**src/rtl/ctrl_seq_pkg.sv**
```systemverilog
// ctrl_seq_pkg: shared widths, opcode map, state codes, ALU / PC-select codes
// and the opcode-class type used by the ONC-16 control sequencer.
package ctrl_seq_pkg;

    localparam int unsigned DATA_W = 16;
    localparam int unsigned IMM_W  = 8;
    localparam int unsigned OPC_W  = 5;

    // Opcode map, ir[15:11]. Unlisted codes execute as NOP.
    localparam logic [OPC_W-1:0] OpcAdd  = 5'd0;
    localparam logic [OPC_W-1:0] OpcSub  = 5'd1;
    localparam logic [OPC_W-1:0] OpcAnd  = 5'd2;
    localparam logic [OPC_W-1:0] OpcOr   = 5'd3;
    localparam logic [OPC_W-1:0] OpcXor  = 5'd4;
    localparam logic [OPC_W-1:0] OpcAddi = 5'd5;
    localparam logic [OPC_W-1:0] OpcAndi = 5'd6;
    localparam logic [OPC_W-1:0] OpcOri  = 5'd7;
    localparam logic [OPC_W-1:0] OpcXori = 5'd8;
    localparam logic [OPC_W-1:0] OpcLd   = 5'd9;
    localparam logic [OPC_W-1:0] OpcSt   = 5'd10;
    localparam logic [OPC_W-1:0] OpcBez  = 5'd11;
    localparam logic [OPC_W-1:0] OpcJmp  = 5'd12;
    localparam logic [OPC_W-1:0] OpcNop  = 5'd13;
    localparam logic [OPC_W-1:0] OpcHalt = 5'd14;

    localparam logic [2:0] AluAdd = 3'b000;
    localparam logic [2:0] AluSub = 3'b001;
    localparam logic [2:0] AluAnd = 3'b010;
    localparam logic [2:0] AluOr  = 3'b011;
    localparam logic [2:0] AluXor = 3'b100;

    localparam logic [1:0] PcInc    = 2'b00;
    localparam logic [1:0] PcBranch = 2'b01;
    localparam logic [1:0] PcJump   = 2'b10;

    typedef enum logic [2:0] {
        StFetch  = 3'd0,
        StDecode = 3'd1,
        StExec   = 3'd2,
        StMem    = 3'd3,
        StWb     = 3'd4,
        StHalt   = 3'd5
    } state_e;

    typedef enum logic [2:0] {
        ClsAlu,
        ClsLd,
        ClsSt,
        ClsBez,
        ClsJmp,
        ClsNop,
        ClsHalt
    } op_class_e;

    function automatic logic [OPC_W-1:0] opc_of(input logic [DATA_W-1:0] instr);
        return instr[DATA_W-1 -: OPC_W];
    endfunction

endpackage

```
**src/rtl/ctrl_seq_if.sv**
```systemverilog
// ctrl_seq_if: shared memory-port handshake between the sequencer and memory.
//   mem_req      request, level-held until the ack cycle
//   mem_we       store when 1
//   mem_addr_sel 0 = PC, 1 = ALU result
//   mem_ack      completion, only meaningful while mem_req = 1
interface ctrl_seq_if;
    logic mem_req;
    logic mem_we;
    logic mem_addr_sel;
    logic mem_ack;

    modport master (
        output mem_req,
        output mem_we,
        output mem_addr_sel,
        input  mem_ack
    );

    modport slave (
        input  mem_req,
        input  mem_we,
        input  mem_addr_sel,
        output mem_ack
    );
endinterface

```
**src/rtl/ctrl_seq_decode.sv**
```systemverilog
// ctrl_decode: combinational opcode decoder.
//   opc       in   instruction opcode field
//   op_class  out  instruction class (undefined opcodes map to ClsNop)
//   ext_sel   out  0 = zero-extend immediate, 1 = sign-extend
//   alu_op    out  ALU operation for EXEC/MEM/WB
//   alu_b_sel out  0 = register rt, 1 = extender output
module ctrl_decode
    import ctrl_seq_pkg::*;
(
    input  logic [OPC_W-1:0] opc,
    output op_class_e        op_class,
    output logic             ext_sel,
    output logic [2:0]       alu_op,
    output logic             alu_b_sel
);

    always_comb begin
        op_class  = ClsNop;
        ext_sel   = 1'b0;
        alu_op    = AluAdd;
        alu_b_sel = 1'b0;
        case (opc)
            OpcAdd: op_class = ClsAlu;
            OpcSub: begin
                op_class = ClsAlu;
                alu_op   = AluSub;
            end
            OpcAnd: begin
                op_class = ClsAlu;
                alu_op   = AluAnd;
            end
            OpcOr: begin
                op_class = ClsAlu;
                alu_op   = AluOr;
            end
            OpcXor: begin
                op_class = ClsAlu;
                alu_op   = AluXor;
            end
            OpcAddi: begin
                op_class  = ClsAlu;
                ext_sel   = 1'b1;
                alu_b_sel = 1'b1;
            end
            OpcAndi: begin
                op_class  = ClsAlu;
                alu_op    = AluAnd;
                alu_b_sel = 1'b1;
            end
            OpcOri: begin
                op_class  = ClsAlu;
                alu_op    = AluOr;
                alu_b_sel = 1'b1;
            end
            OpcXori: begin
                op_class  = ClsAlu;
                alu_op    = AluXor;
                alu_b_sel = 1'b1;
            end
            OpcLd: begin
                op_class  = ClsLd;
                ext_sel   = 1'b1;
                alu_b_sel = 1'b1;
            end
            OpcSt: begin
                op_class  = ClsSt;
                ext_sel   = 1'b1;
                alu_b_sel = 1'b1;
            end
            OpcBez: begin
                op_class = ClsBez;
                ext_sel  = 1'b1;
            end
            OpcJmp:  op_class = ClsJmp;
            OpcHalt: op_class = ClsHalt;
            default: op_class = ClsNop;
        endcase
    end

endmodule

```
**src/rtl/ctrl_seq.sv**
```systemverilog
// ctrl_seq: multi-cycle control sequencer for the ONC-16 core.
//   clk, rst      clock and synchronous active-high reset
//   ir            instruction register contents (valid from DECODE on)
//   zero_flag     rs == 0 comparator, used by BEZ in EXEC
//   mem           memory handshake (ctrl_seq_if master side)
//   ir_we, pc_we, pc_sel      fetch / PC update controls
//   ext_sel, alu_b_sel, alu_op  immediate extender and ALU controls
//   rf_we, rf_wsel            register file write controls
//   halted, state             status and debug state code
module ctrl_seq
    import ctrl_seq_pkg::*;
(
    input  logic              clk,
    input  logic              rst,
    input  logic [DATA_W-1:0] ir,
    input  logic              zero_flag,
    ctrl_seq_if.master        mem,
    output logic              ir_we,
    output logic              pc_we,
    output logic [1:0]        pc_sel,
    output logic              ext_sel,
    output logic              alu_b_sel,
    output logic [2:0]        alu_op,
    output logic              rf_we,
    output logic              rf_wsel,
    output logic              halted,
    output logic [2:0]        state
);

    state_e    state_q, state_d;
    op_class_e dec_class;
    logic      dec_ext_sel;
    logic [2:0] dec_alu_op;
    logic      dec_alu_b_sel;

    // Immediate and register fields are consumed by the datapath, not here.
    logic unused_ir;
    assign unused_ir = ^ir[DATA_W-OPC_W-1:0];

    ctrl_decode u_decode (
        .opc       (opc_of(ir)),
        .op_class  (dec_class),
        .ext_sel   (dec_ext_sel),
        .alu_op    (dec_alu_op),
        .alu_b_sel (dec_alu_b_sel)
    );

    always_ff @(posedge clk) begin
        if (rst) begin
            state_q <= StFetch;
        end else begin
            state_q <= state_d;
        end
    end

    always_comb begin
        state_d = state_q;
        case (state_q)
            StFetch: begin
                if (mem.mem_ack) state_d = StDecode;
            end
            StDecode: begin
                state_d = (dec_class == ClsHalt) ? StHalt : StExec;
            end
            StExec: begin
                case (dec_class)
                    ClsAlu:       state_d = StWb;
                    ClsLd, ClsSt: state_d = StMem;
                    default:      state_d = StFetch;
                endcase
            end
            StMem: begin
                if (mem.mem_ack) state_d = (dec_class == ClsLd) ? StWb : StFetch;
            end
            StWb:    state_d = StFetch;
            StHalt:  state_d = StHalt;
            default: state_d = StFetch;
        endcase
    end

    // Everything is forced low while rst is high so an aborted instruction
    // cannot fire an enable in the reset cycle.
    always_comb begin
        mem.mem_req      = 1'b0;
        mem.mem_we       = 1'b0;
        mem.mem_addr_sel = 1'b0;
        ir_we            = 1'b0;
        pc_we            = 1'b0;
        pc_sel           = PcInc;
        ext_sel          = 1'b0;
        alu_b_sel        = 1'b0;
        alu_op           = AluAdd;
        rf_we            = 1'b0;
        rf_wsel          = 1'b0;
        halted           = 1'b0;
        state            = rst ? 3'b000 : 3'(state_q);
        if (!rst) begin
            case (state_q)
                StFetch: begin
                    mem.mem_req = 1'b1;
                    if (mem.mem_ack) begin
                        ir_we = 1'b1;
                        pc_we = 1'b1;
                    end
                end
                StDecode: begin
                    ext_sel = dec_ext_sel;
                end
                StExec: begin
                    ext_sel   = dec_ext_sel;
                    alu_op    = dec_alu_op;
                    alu_b_sel = dec_alu_b_sel;
                    if (dec_class == ClsJmp) begin
                        pc_we  = 1'b1;
                        pc_sel = PcJump;
                    end else if (dec_class == ClsBez && zero_flag) begin
                        pc_we  = 1'b1;
                        pc_sel = PcBranch;
                    end
                end
                StMem: begin
                    mem.mem_req      = 1'b1;
                    mem.mem_addr_sel = 1'b1;
                    mem.mem_we       = (dec_class == ClsSt);
                    ext_sel          = dec_ext_sel;
                    alu_op           = dec_alu_op;
                    alu_b_sel        = dec_alu_b_sel;
                end
                StWb: begin
                    rf_we     = 1'b1;
                    rf_wsel   = (dec_class == ClsLd);
                    ext_sel   = dec_ext_sel;
                    alu_op    = dec_alu_op;
                    alu_b_sel = dec_alu_b_sel;
                end
                StHalt: begin
                    halted = 1'b1;
                end
                default: ;
            endcase
        end
    end

endmodule

```
**src/flat_wrapper.sv**
```systemverilog
// flat-port wrapper written by rule: the top's interface ports become plain ports
module ctrl_seq_flat import ctrl_seq_pkg::*;
  (clk, rst, ir, zero_flag, ir_we, pc_we, pc_sel, ext_sel, alu_b_sel, alu_op, rf_we, rf_wsel, halted, state, mem_mem_req, mem_mem_we, mem_mem_addr_sel, mem_mem_ack);
  ctrl_seq_if mem_i ();
  input  logic clk;
  input  logic rst;
  input  logic [DATA_W-1:0] ir;
  input  logic zero_flag;
  output logic ir_we;
  output logic pc_we;
  output logic [1:0] pc_sel;
  output logic ext_sel;
  output logic alu_b_sel;
  output logic [2:0] alu_op;
  output logic rf_we;
  output logic rf_wsel;
  output logic halted;
  output logic [2:0] state;
  output wire logic [$bits(mem_i.mem_req)-1:0] mem_mem_req;
  output wire logic [$bits(mem_i.mem_we)-1:0] mem_mem_we;
  output wire logic [$bits(mem_i.mem_addr_sel)-1:0] mem_mem_addr_sel;
  input wire logic [$bits(mem_i.mem_ack)-1:0] mem_mem_ack;
  assign mem_mem_req = mem_i.mem_req;
  assign mem_mem_we = mem_i.mem_we;
  assign mem_mem_addr_sel = mem_i.mem_addr_sel;
  assign mem_i.mem_ack = mem_mem_ack;
  ctrl_seq u_core (.clk(clk), .rst(rst), .ir(ir), .zero_flag(zero_flag), .mem(mem_i), .ir_we(ir_we), .pc_we(pc_we), .pc_sel(pc_sel), .ext_sel(ext_sel), .alu_b_sel(alu_b_sel), .alu_op(alu_op), .rf_we(rf_we), .rf_wsel(rf_wsel), .halted(halted), .state(state));
endmodule
```
**config.mk**
```make
export PLATFORM = sky130hd
export DESIGN_NAME = ctrl_seq_flat
export DESIGN_NICKNAME = d
export VERILOG_FILES = /design/src/rtl/ctrl_seq_pkg.sv /design/src/rtl/ctrl_seq_if.sv /design/src/rtl/ctrl_seq_decode.sv /design/src/rtl/ctrl_seq.sv /design/src/flat_wrapper.sv
export SDC_FILE = /design/constraint.sdc
export NUM_CORES = 1
export LEC_CHECK = 0
export CORE_MARGIN = 2
export CORE_UTILIZATION = 29
export CTS_CLUSTER_SIZE = 40
export DETAILED_ROUTE_END_ITERATION = 8
export PLACE_DENSITY = 0.79
export SYNTH_ARGS = -nofsm -noshare
export SYNTH_HDL_FRONTEND = slang
export SYNTH_HIERARCHICAL = 1
export SYNTH_SLANG_ARGS = --single-unit
```
**constraint.sdc**
```tcl
create_clock -name clk -period 2.21 [get_ports clk]
set_input_delay 0.442 -clock clk [delete_from_list [all_inputs] [get_ports clk]]
set_output_delay 0.442 -clock clk [all_outputs]
set_load 0.01 [all_outputs]
```
==> out/summary.txt, run 1 <==
Crit Path Class = input port to primary output
Crit path arrival time = 1.71 ns
Regs by FF count = u_core/state_q x3
worst-case reg-to-reg path depth = 4
Setup Fix Bufs, Post-CTS = 0
area leader, netlist = dfxtp_1
hold_ws = 0.714 ns
reg-to-reg slack, setup = 0.87 ns
CTS Buf Count = 3
FMAX = 465 MHz
Slew Limit Fails = 0
placed cells = 142
gpl congestion = 0.937
combinational family with the most area after synthesis = simple AND/OR/NAND/NOR gates
IO Count = 38
Die ar. = 2180 um^2
asr flop ratio synth = 0%
Synth Warn # = 6
worst hold path class = register to register
final hold violations = 0
final WL = 1.82 mm
max-cap viol count = 0
Distinct cells, synth = 41
period utilization = 97.4%
CP Max Fanout = 6
post-route core utilization = 57.0%
Die H = 46.7 um
Post-Synth XOR/XNOR Area = 4.98%
Layout Cells excl Fill = 146
Worst Skew = 0.00400 ns
Die X = 46.7 um
Largest register FFs = 3
H-tree depth = 1
Worst Max-Slew Pin Slew = 0.279 ns
Reg clk slew, reported paths = 0.04 ns
PD cells = 315 nW/um^2
Clock power frac = 32.3%
Worst setup SP type = input port
initial detailed-routing violation count = 24
via count = 728
Detail Route Antenna Nets = 0
Avg Cell Area, Syn = 7.04 um^2
WL/cell = 12.4 um
portion of netlist area occupied by mux cells = 0%
DR pass1 iterations = 4
FILL cells = 159
status = finished, final reports clean
top_reg_cell synth = dfxtp_1
slew margin rel. = 81.4%
Mapped Nets = 95
Crit. End Element = primary output
CTS tree = built
core area = 1730 um^2
Min Clock Period, post-route = 2.15 ns
initial antenna violation count = 0
most flop-heavy register = u_core/state_q
vias in the first global route = 622
Area Overhead vs Synth = 86.5%
synthesized cell area = 528 um^2
synth top area cells = dfxtp_1 11%, and2_1 5.9%, nor2_1 5.7%
DR DRC count = 0
Sink Count = 3
FF+latch count, synth = 3
half-perimeter wire length after placement = 1.37 mm
complex-gate fraction of the synthesized area = 22.5%
Setup-failing EPs final = 0
Skew-Pair Late Insertion Delay = 0.24 ns
Static Leak = 0.490 nW
post-synthesis simple-gate area fraction = 54.0%
drt via density = 4.99
GRT overflow = 0
GR Util All Layers = 16.3%
Clock Path Buffers = 2
share of the synthesized area in the top cell type = 11.4%
Comb pwr share = 46.9%
layout net count = 142
sequential area share after synthesis = 11.4%
Post-synth EDFFs = 0
maximum number of pins on one net before global-route repair = 11
Critical Path RT = 1.77 ns
Syn Inst Count = 75
global-route wire length before repair = 2.53 mm
n_diodes = 0
internal power = 0.000204 W
IO Port Bufs = 26
NetSw = 0.000106 W
Post-Synth Adder-Cell Area = 0%
sequential share of power = 20.8%
switch share = 34.3%
VDD IR-drop max = 0.178 mV
Site Rows = 15
Hold Path Stages = 3
root buffer cell = clkbuf_4
share of layout cells above drive strength 1 = 34.7%
initial core utilization = 30.6%
layout make-up:
class	instances	area [um^2]	share of cell area (%)
clock buffer	4	26.3	2.67
timing repair buffer	47	393	39.9
multi-input combinational	65	465	47.3
inverter	2	7.51	0.762
sequential	3	61.3	6.23
tap	25	31.3	3.18
stage by stage:
step | setup slack [ns] | total power, W | instance area (um^2) | TNS [ns]
after floorplan | 0.125 | 0.000136 | 528 | 0
after global placement | -0.602 | 0.000206 | 947 | -4.80
after detailed placement | -0.609 | 0.000209 | 947 | -5.37
after CTS | 0.0130 | 0.000308 | 961 | 0
after global routing | -0.00104 | 0.000329 | 985 | -0.00104
final | 0.0574 | 0.000310 | 985 | 0
path summary, 6_finish.rpt:
kind,to,from
setup / recovery,mem_mem_req,rst
hold / removal,u_core/state_q[2],u_core/state_q[2]
setup reg to reg,u_core/state_q[2],u_core/state_q[2]
hold reg to reg,u_core/state_q[2],u_core/state_q[2]
logic make-up (layout without fill, tap and decap cells):
| group | Yosys count | after routing |
|---|---|---|
| AO/OA/AOI/OAI | 16 | 16 |
| XOR/XNOR | 3 | 3 |
| buffers and inverters | 7 | 53 |
| flip-flops | 3 | 3 |
| AND/OR/NAND/NOR | 46 | 46 |
power by group through the flow:
stage / logic [W] / registers [W] / clock network (W)
after floorplan: 0.0000745 / 0.0000616 / 0
after global placement: 0.000143 / 0.0000634 / 0
after detailed placement: 0.000145 / 0.0000641 / 0
after CTS: 0.000141 / 0.0000638 / 0.000103
after global routing: 0.000156 / 0.0000648 / 0.000108
final: 0.000145 / 0.0000643 / 0.000100
worst max-delay path, stage by stage:
cell and delay [ns]:
dlygate4sd2_1 0.32, nor2_2 0.14, buf_4 0.13, and3_1 0.14
clkdlybuf4s50_1 0.53
layer usage:
metal	GRT usage (%)	routed length (um)	up-vias
li1	-	-	365
met1	18.3	763	320
met2	30.8	910	39
met3	1.18	120	4
met4	7.22	23	0
met5	0	0	-
cells in the final DEF (no fill, tap or decap), drive strengths merged, types with 4 or more instances in the layout:
master | synthesis | final
buf | 3 | 23
dlygate4sd2 | 0 | 10
clkdlybuf4s50 | 0 | 7
and2 | 5 | 5
nor2b | 5 | 5
nand2b | 4 | 4
clkbuf | 2 | 6
nor2 | 8 | 8
cell usage after synthesis, types with 2 or more instances:
cell / instances
a21oi_1: 2
a2bb2oi_1: 2
and2_1: 5
and3_1: 3
buf_2: 2
dfxtp_1: 3
inv_1: 2
nand2_1: 2
nand2b_1: 4
nand3b_1: 3
nor2_1: 8
nor2b_1: 4
nor3b_1: 3
nor4_1: 3
o21ai_0: 2
xnor2_1: 2
what timing repair did:
action | in CTS | in global routing
pin swaps | 1 | 0
resized for setup | 27 | 15
hold buffers | 0 | 0
endpoints found under the setup margin | 17 | 9
cloned | 0 | 0
Power figures use the tool's default switching activity.
==> inputs of run 2 (changes only) <==
--- a/config.mk
+++ b/config.mk
@@ -9,8 +9,7 @@
 export CORE_UTILIZATION = 29
 export CTS_CLUSTER_SIZE = 40
 export DETAILED_ROUTE_END_ITERATION = 8
-export PLACE_DENSITY = 0.79
+export PLACE_DENSITY = 0.77
 export SYNTH_ARGS = -nofsm -noshare
 export SYNTH_HDL_FRONTEND = slang
-export SYNTH_HIERARCHICAL = 1
 export SYNTH_SLANG_ARGS = --single-unit
==> out/summary.txt, run 2 <==
status = finished, final reports clean (unchanged)
maximum number of pins on one net before global-route repair = 10 (was 11)
Worst Skew = 0.00232 ns (was 0.00400 ns)
Distinct cells, synth = 40 (was 41)
Min Clock Period, post-route = 2.20 ns (was 2.15 ns)
slowest stage delay, CP = 0.50 ns (was 0.53 ns)
Placed Area = 1030 um^2 (was 947 um^2)
Worst Max-Slew Pin Slew = 0.295 ns (was 0.279 ns)
hold buffers post-CTS = 0 (unchanged)
root buffer cell = clkbuf_4 (unchanged)
initial antenna violation count = 0 (unchanged)
share of layout cells above drive strength 1 = 47.7% (was 34.7%)
most instantiated cells after synthesis = 9 x nor2_1, 6 x nand2b_1, 5 x buf_2, 5 x nand2_1, 4 x nor3_1 (was 8 x nor2_1, 5 x and2_1, 4 x nand2b_1, 4 x nor2b_1)
Site Rows = 16 (was 15)
vias in the first global route = 725 (was 622)
max-cap viol count = 0 (unchanged)
final WL = 2.00 mm (was 1.82 mm)
top_reg_cell synth = dfxtp_1 (unchanged)
Area Overhead vs Synth = 87.2% (was 86.5%)
GRT overflow = 0 (unchanged)
Static Leak = 0.510 nW (was 0.490 nW)
Die X = 48.6 um (was 46.7 um)
drt via density = 4.91 (was 4.99)
DR pass1 iterations = 4 (unchanged)
DR WL met3 = 100 um (was 120 um)
most common cell after layout, fill and taps aside = buf_4 (unchanged)
Largest register FFs = 3 (unchanged)
CP top delay family = buffers and inverters (unchanged)
Worst setup SP type = input port (unchanged)
Crit path arrival time = 1.76 ns (was 1.71 ns)
asr flop ratio synth = 0% (unchanged)
Max Used Layer = met4 (unchanged)
PD cells = 288 nW/um^2 (was 315 nW/um^2)
H-tree depth = 1 (unchanged)
Setup WS post-layout = 0.00596 ns (was 0.0574 ns)
via count = 761 (was 728)
CTS tree = built (unchanged)
initial detailed-routing violation count = 20 (was 24)
slew margin rel. = 80.1% (was 81.4%)
Crit Path Class = input port to primary output (unchanged)
Detail Route Antenna Nets = 0 (unchanged)
Crit. End Element = primary output (unchanged)
half-perimeter wire length after placement = 1.56 mm (was 1.37 mm)
IO Count = 38 (unchanged)
Die ar. = 2360 um^2 (was 2180 um^2)
core area = 1920 um^2 (was 1730 um^2)
period utilization = 99.7% (was 97.4%)
wl on met1 = 808 um (was 763 um)
n_diodes = 0 (unchanged)
Slew Limit Fails = 0 (unchanged)
final hold violations = 0 (unchanged)
global-route wire length before repair = 3.23 mm (was 2.53 mm)
Worst Path Buf+Inv = 2 (was 3)
commonest cells after routing, fill and taps aside = 28 x buf_4, 9 x nor2_1, 8 x dlygate4sd2_1 (was 21 x buf_4, 10 x dlygate4sd2_1, 7 x clkdlybuf4s50_1, 7 x nor2_1, 5 x and2_1)
worst hold path class = register to register (unchanged)
Die H = 48.6 um (was 46.7 um)
synth top area cells = dfxtp_1 10%, nand2b_1 6.5%, nor2_1 5.9% (was dfxtp_1 11%, and2_1 5.9%, nor2_1 5.7%)
FF+latch count, synth = 3 (unchanged)
layout net count = 149 (was 142)
Regs by FF count = u_core.state_q x3 (was u_core/state_q x3)
gpl congestion = 0.798 (was 0.937)
most frequent cell after synthesis = nor2_1 (unchanged)
Sink Count = 3 (unchanged)
met2 WL = 1.08 mm (was 910 um)
crit-path cells = clkdlybuf4s50_1 > and2b_2 > nand2_1 > a2111oi_2 > buf_2 (was dlygate4sd2_1 > nor2_2 > buf_4 > and3_1 > clkdlybuf4s50_1)
worst slack, placed = -0.485 ns (was -0.609 ns)
share of the synthesized area in the top cell type = 10.4% (was 11.4%)
area leader, netlist = dfxtp_1 (unchanged)
FMAX = 454 MHz (was 465 MHz)
slowest CP cell = clkdlybuf4s50_1 (unchanged)
Clock Path Buffers = 2 (unchanged)
final total power = 0.000311 W (was 0.000310 W)
Design Area, Final = 1080 um^2 (was 985 um^2)
IO Port Bufs = 26 (unchanged)
sequential area share after synthesis = 10.4% (was 11.4%)
Critical Path RT = 1.77 ns (about the same)
Reg clk slew, reported paths = 0.04 ns (about the same)
VDD IR-drop max = 0.132 mV (was 0.178 mV)
CP Max Fanout = 4 (was 6)
CTS Buf Count = 3 (unchanged)
Synth Warn # = 0 (was 6)
GR Util All Layers = 17.2% (was 16.3%)
Post-synth EDFFs = 0 (unchanged)
synthesized cell area = 577 um^2 (was 528 um^2)
WL/cell = 12.9 um (was 12.4 um)
initial core utilization = 30.0% (was 30.6%)
Skew-Pair Late Insertion Delay = 0.23 ns (was 0.24 ns)
most flop-heavy register = u_core.state_q (was u_core/state_q)
RSZ-0062 raised after global routing = yes
post-route core utilization = 56.2% (was 57.0%)
Syn Inst Count = 78 (was 75)
Avg Cell Area, Syn = 7.39 um^2 (was 7.04 um^2)
Setup-failing EPs final = 0 (unchanged)
Mapped Nets = 98 (was 95)
DR DRC count = 0 (unchanged)
[run 2: cell types whose count changed after synthesis, sizes merged, moves of 3 or more]
cell / previous run / this run
nor3: 1 / 5
nand2: 2 / 5
and3: 3 / 0
buf: 3 / 7
and2: 5 / 1
[run 2: metal layers]
layer	up-vias	global-route usage, %
met3	2	2.16
met2	26	32.6
met5	-	0
met4	0	5.71
li1	376	-
met1	357	19.6
[run 2: area by class of cell]
| type | instances | area [um^2] |
|---|---|---|
| clock buffer | 4 | 26.3 |
| timing repair buffer | 54 | 433 |
| tap | 27 | 33.8 |
| fill | 203 | 842 |
| inverter | 2 | 7.51 |
| sequential | 3 | 62.6 |
| multi-input combinational | 65 | 517 |
[run 2: where the power goes]
group | total, W | switching (W) | internal, W
sequential | 0.0000614 | 0.00000331 | 0.0000581
combinational | 0.000154 | 0.0000749 | 0.0000793
clock | 0.0000953 | 0.0000277 | 0.0000676
total | 0.000311 | 0.000106 | 0.000205
[run 2: worst reg2reg max path: cells and delay by family (launching register included)]
family / cells / cell delay, ns
flops: 1 / 0.33
simple gates: 2 / 0.36
buf+inv: 3 / 0.41
compound gates: 2 / 0.30
[run 2: logic make-up (layout without fill, tap and decap cells)]
group / after synthesis / in the layout / share of synthesized area [%]
xor gates and xnor gates: 2 / 2 / 3.04
buffers and inverters: 10 / 60 / 9.54
and+or+nand+nor: 49 / 49 / 56.6
AOI/OAI and AO/OA: 13 / 13 / 18.7
DFF: 3 / 3 / 10.4
muxes: 1 / 1 / 1.74
[run 2: what timing repair did]
action | 4_1_cts | 5_1_grt
endpoints found under the setup margin | 18 | 9
gates cloned | 0 | 0
gates resized for setup | 38 | 20
pin swaps | 1 | 0
buffers inserted | 0 | 1
[run 2: final timing paths]
kind / slack [ns] / depth (start not counted) / endpoint / startpoint
worst max-delay path: 0.006 / 5 / ext_sel / ir[14]
worst min-delay path: 0.71 / 3 / u_core.state_q[2] / u_core.state_q[1]
worst max register to register: 0.67 / 7 / u_core.state_q[0] / u_core.state_q[1]
worst min register to register: 0.71 / 3 / u_core.state_q[2] / u_core.state_q[1]
[run 2: per-stage QoR]
stage	instances	hold WS (ns)	setup TNS, ns
floorplan	78	0.652	0
global placement	150	0.718	-5.12
detailed placement	150	0.724	-5.48
CTS	154	0.724	-0.153
global route	155	0.739	-0.0778
finish	155	0.713	0
==> inputs of run 3 (changes only) <==
--- a/config.mk
+++ b/config.mk
@@ -5,8 +5,10 @@
 export SDC_FILE = /design/constraint.sdc
 export NUM_CORES = 1
 export LEC_CHECK = 0
+export CAP_MARGIN = 5
 export CORE_MARGIN = 2
 export CORE_UTILIZATION = 29
+export CTS_BUF_LIST = sky130_fd_sc_hd__clkbuf_4 sky130_fd_sc_hd__clkbuf_8
 export CTS_CLUSTER_SIZE = 40
 export DETAILED_ROUTE_END_ITERATION = 8
 export PLACE_DENSITY = 0.77
==> out/summary.txt, run 3 (synthesis gave the netlist of run 2 again) <==
drt via density = 4.82 (was 4.91)
IO Port Bufs = 26 (unchanged)
status = finished, final reports clean (unchanged)
Clock power frac = 33.1% (was 30.7%)
worst slack, placed = -0.485 ns (unchanged)
Area Overhead vs Synth = 89.4% (was 87.2%)
core area = 1920 um^2 (unchanged)
final hold violations = 0 (unchanged)
half-perimeter wire length after placement = 1.56 mm (unchanged)
R2R Path End = u_core.state_q[0] (unchanged)
Reg clk slew, reported paths = 0.04 ns (about the same)
CP Max Fanout = 4 (unchanged)
DR pass1 iterations = 4 (unchanged)
Setup WS post-layout = 0.0522 ns (was 0.00596 ns)
setup TNS = 0 ns (unchanged)
Crit. End Element = primary output (unchanged)
Min Clock Period, post-route = 2.16 ns (was 2.20 ns)
vias in the first global route = 718 (was 725)
Worst Max-Slew Pin Slew = 0.296 ns (was 0.295 ns)
Worst Hold End = u_core.state_q[2] (unchanged)
Detail Route Antenna Nets = 0 (unchanged)
Crit path arrival time = 1.72 ns (was 1.76 ns)
internal power = 0.000217 W (was 0.000205 W)
PD cells = 295 nW/um^2 (was 288 nW/um^2)
Largest register FFs = 3 (unchanged)
most common cell after layout, fill and taps aside = buf_4 (unchanged)
root buffer cell = clkbuf_4 (unchanged)
H-tree depth = 1 (unchanged)
Design Area, Final = 1090 um^2 (was 1080 um^2)
initial core utilization = 30.0% (unchanged)
Die X = 48.6 um (unchanged)
Reg-to-Reg Start = u_core.state_q[1] (unchanged)
NetSw = 0.000105 W (was 0.000106 W)
commonest cells after routing, fill and taps aside = 29 x buf_4, 9 x nor2_1, 8 x dlygate4sd2_1 (was 28 x buf_4, 9 x nor2_1, 8 x dlygate4sd2_1)
DR DRC count = 0 (unchanged)
share of layout cells above drive strength 1 = 46.9% (was 47.7%)
most flop-heavy register = u_core.state_q (unchanged)
Static Leak = 0.535 nW (was 0.510 nW)
global-route wire length before repair = 3.20 mm (was 3.23 mm)
switch share = 32.6% (was 34.1%)
Worst Skew = 0.00183 ns (was 0.00232 ns)
Die H = 48.6 um (unchanged)
RSZ-0062 raised after global routing = no (was yes)
Hold Startpoint = u_core.state_q[1] (unchanged)
multi-input logic area = 503 um^2 (was 517 um^2)
via count = 756 (was 761)
Site Rows = 16 (unchanged)
Die ar. = 2360 um^2 (unchanged)
WL/cell = 13.0 um (was 12.9 um)
slew margin rel. = 80.0% (was 80.1%)
GR Util All Layers = 17.0% (was 17.2%)
Clock Path Buffers = 2 (unchanged)
VDD IR-drop max = 0.133 mV (was 0.132 mV)
Sink Count = 3 (unchanged)
Comb pwr share = 47.9% (was 49.6%)
FMAX = 463 MHz (was 454 MHz)
worst-case reg-to-reg path depth = 7 (unchanged)
Hold Path Stages = 3 (unchanged)
period utilization = 97.6% (was 99.7%)
CTS Buf Count = 3 (unchanged)
IO Count = 38 (unchanged)
Reg area = 62.6 um^2 (unchanged)
n_diodes = 0 (unchanged)
Crit Path Class = input port to primary output (unchanged)
Critical Path RT = 1.77 ns (about the same)
max-cap viol count = 0 (unchanged)
GRT overflow = 0 (unchanged)
Slew Limit Fails = 0 (unchanged)
Worst setup SP type = input port (unchanged)
initial antenna violation count = 0 (unchanged)
maximum number of pins on one net before global-route repair = 10 (unchanged)
Regs by FF count = u_core.state_q x3 (unchanged)
initial detailed-routing violation count = 15 (was 20)
sequential share of power = 19.0% (was 19.7%)
final WL = 2.04 mm (was 2.00 mm)
layout net count = 151 (was 149)
gpl congestion = 0.798 (unchanged)
worst hold path class = register to register (unchanged)
reg-to-reg slack, setup = 0.67 ns (about the same)
FILL cells = 204 (was 203)
Setup-failing EPs final = 0 (unchanged)
Skew-Pair Late Insertion Delay = 0.23 ns (about the same)
CTS tree = built (unchanged)
Placed Area = 1030 um^2 (unchanged)
run 3: cell types whose count changed in the layout (fill, tap and decap cells not counted), sizes merged:
cell / delta
buf: +2
clkdlybuf4s15: -1
clkdlybuf4s50: -1
dlymetal6s2s: +2
run 3: power by group through the flow:
| stage | Sequential [W] | Clock, W | Combinational (W) |
|---|---|---|---|
| after detailed placement | 0.0000617 | 0 | 0.000149 |
| after CTS | 0.0000610 | 0.000110 | 0.000148 |
| after floorplan | 0.0000598 | 0 | 0.0000783 |
| after global placement | 0.0000613 | 0 | 0.000144 |
| final | 0.0000614 | 0.000107 | 0.000154 |
| after global routing | 0.0000615 | 0.000111 | 0.000166 |
run 3: stage by stage:
stage,hold WS (ns),total power (W),cells,utilization [%]
global placement,0.718,0.000206,150,53.4
CTS,0.715,0.000318,154,55.3
detailed placement,0.724,0.000210,150,53.4
finish,0.709,0.000323,157,56.8
global route,0.739,0.000338,157,56.8
floorplan,0.652,0.000138,78,-
run 3: what timing repair did:
action / 4_1_cts / 5_1_grt
endpoints found under the setup margin: 18 / 9
buffers inserted: 0 / 3
pin swaps: 1 / 1
hold buffers: 0 / 0
resized for setup: 34 / 23
run 3: final cells by class:
cell class	instances	area share, %
Sequential cell	3	5.73
Clock buffer	4	2.75
Timing Repair Buffer	56	41.7
Tap cell	27	3.09
Multi-Input combinational cell	65	46.0
Inverter	2	0.687
run 3: worst max path at each step:
| stage | startpoint | to | depth (start not counted) |
|---|---|---|---|
| after floorplan | ir[13] | ext_sel | 4 |
| final | ir[15] | alu_op[1] | 4 |
| after global routing | ir[12] | ext_sel | 6 |
| after CTS | ir[13] | ext_sel | 5 |
| after detailed placement | ir[12] | ext_sel | 6 |
| after global placement | ir[12] | ext_sel | 6 |
run 3: layer usage:
| metal | vias up | wire, um | GRT usage, % |
|---|---|---|---|
| met5 | - | 0 | 0 |
| met4 | 0 | 14 | 5.71 |
| met3 | 2 | 85 | 2.16 |
| met2 | 23 | 1120 | 32.2 |
| met1 | 352 | 828 | 19.4 |
| li1 | 379 | - | - |
run 3: worst max-delay path, cell delays in order:
cell,delay (ns)
clkdlybuf4s50_1,0.46
or3_4,0.39
nor3b_2,0.16
clkdlybuf4s15_1,0.26
==> edit (config.mk and constraints of run 3) <==
Make the reset (`rst`) asynchronous in one clocked block. Comments in the files are not updated.
--- a/src/rtl/ctrl_seq.sv
+++ b/src/rtl/ctrl_seq.sv
@@ -46,5 +46,5 @@
     );
 
-    always_ff @(posedge clk) begin
+    always_ff @(posedge clk or posedge rst) begin
         if (rst) begin
             state_q <= StFetch;
Function: same outputs for any inputs over 10 cycles, from zero or initial values and one cycle with rst high; that may be too few to reach the edited logic, so the function may still have changed.
==> edit against run 3 <==
Wire length shrank 0.98%; synthesized area shrank 11%; maximum frequency grew 1.9%; die area shrank 10%; sequential cell count is the same; utilization grew 4.9 points; setup slack gained 41 ps; cell area shrank 4.5%; critical endpoint is now mem_mem_addr_sel; largest cell class is now non-clock buffers; highest routed layer unchanged.
Power is not compared: it rests on default switching activity, and its combinational part moved more than twofold at a synthesized area within 25%.
==> edit: results (changes against run 3) <==
finalClockSkew_ps: 4.32  # +2.49 ps
ys_types: 35  # -13%
gr-max-usage-layer: "met2"
final_nets: 143  # -5.3%
num_vias: 768  # +1.6%
cp.arrival_ps: 1680  # -40 ps
sh_seq_area_pct: 7.19  # +1.5 points
gp_congestion: 0.840  # +5.2%
clk_share_pct: 2.88  # +0.13 points
drive_gt1_share_pct: 38.5  # -8.4 points
nFillCells: 151  # -26%
wl_met2_mm: 1.10  # -1.1%
dp.cells: 129  # -14%
buf_share_pct: 44.7  # +3.0 points
syn_nets: 91  # -7.1%
multi_input_area_um2: 443  # -12%
synth_flop_cell: "dfrtp_1"
dpl_cell_area_um2: 925  # -9.9%
synth_common_cells: "nor2b_1, buf_2, nor2_1, nor3b_1, a21oi_1"
synthXorXnorAreaFrac_pct: 3.41  # +0.37 points
power_uw: 725
grt_start_max_net_pins: 13  # +3
synth_mux_area_share_pct: 0  # -1.7 points
routed_wl_mm: 2.02  # -0.98%
syn_inst: 71  # -9.0%
pre_cts_slack_ps: -490  # -4.20 ps
ctsHtreeMaxLevel: 1  # unchanged
hold_viol: 0  # unchanged
met1_length_um: 784  # -5.3%
met2_usage_pct: 40.6  # +8.4 points
grt.met3_usage_pct: 0.392  # -1.8 points
grtUsageTotal_pct: 20.3  # +3.4 points
status: "finished, final reports clean"
critPathTopFamily: "buffers and inverters"
p_leak_uw: 0.000510
nNonClkBuffers: 55  # -1.8%
dp_hpwl_mm: 1.42  # -9.3%
first_iter_violations: 16  # +1
combPwrFrac_pct: 70.4
met1_usage_pct: 22.4  # +3.0 points
ys_top_cells_by_area: "dfrtp_1, nor2b_1, nor3b_1, o32ai_1, buf_2"
wl_per_cell_um: 14.6  # +12%
well_tap_count: 17  # -37%
clk_pin_slew_worst_paths_ps: 40  # about the same
grt_pass1_vias: 707  # -1.5%
num-multi-input-gates: 58  # -11%
async_flop_share_pct: 100  # +100 points
hold_class: "in2async"
grt_first_pass_wirelength_mm: 3.17  # -0.84%
synth_compound_area_share_pct: 21.7  # +3.0 points
wl_met3_um: 87  # +2.4%
inverters: 2  # unchanged
ys_seq_area_share_pct: 14.6  # +4.2 points
tightest_slew_ps: 426  # +130 ps
worstSetupStartpoint: "u_core.state_q[0]"
-- edit: changes by cell type after synthesis, sizes merged, moves of 3 or more --
cell,change
nand2,-3
nand2b,-3
nor2b,+5
nor3,-3
nor3b,+3
dfrtp,+3
o32ai,+3
nor2,-5
dfxtp,-3
and2b,-3
-- edit: timing repair --
action	4_1_cts	5_1_grt
hold buffers	0	0
endpoints found under the setup margin	16	4
buffers inserted	4	2
cloned	0	0
pin swaps	2	0
gates resized for setup	38	5
-- edit: worst paths after layout --
path,endpoint,slack [ps],depth (start not counted)
setup / recovery,mem_mem_addr_sel,90,5
hold / removal,u_core.state_q[2],430,3
setup reg to reg,u_core.state_q[0],500,5
hold reg to reg,u_core.state_q[2],780,3
max in group asynchronous,u_core.state_q[0],1650,3
min in group clk,u_core.state_q[2],780,3
-- edit: cells by family after synthesis --
family	after synthesis
AOI/OAI and AO/OA	15
xor gates and xnor gates	2
buffers and inverters	10
DFF	3
and+or+nand+nor	41
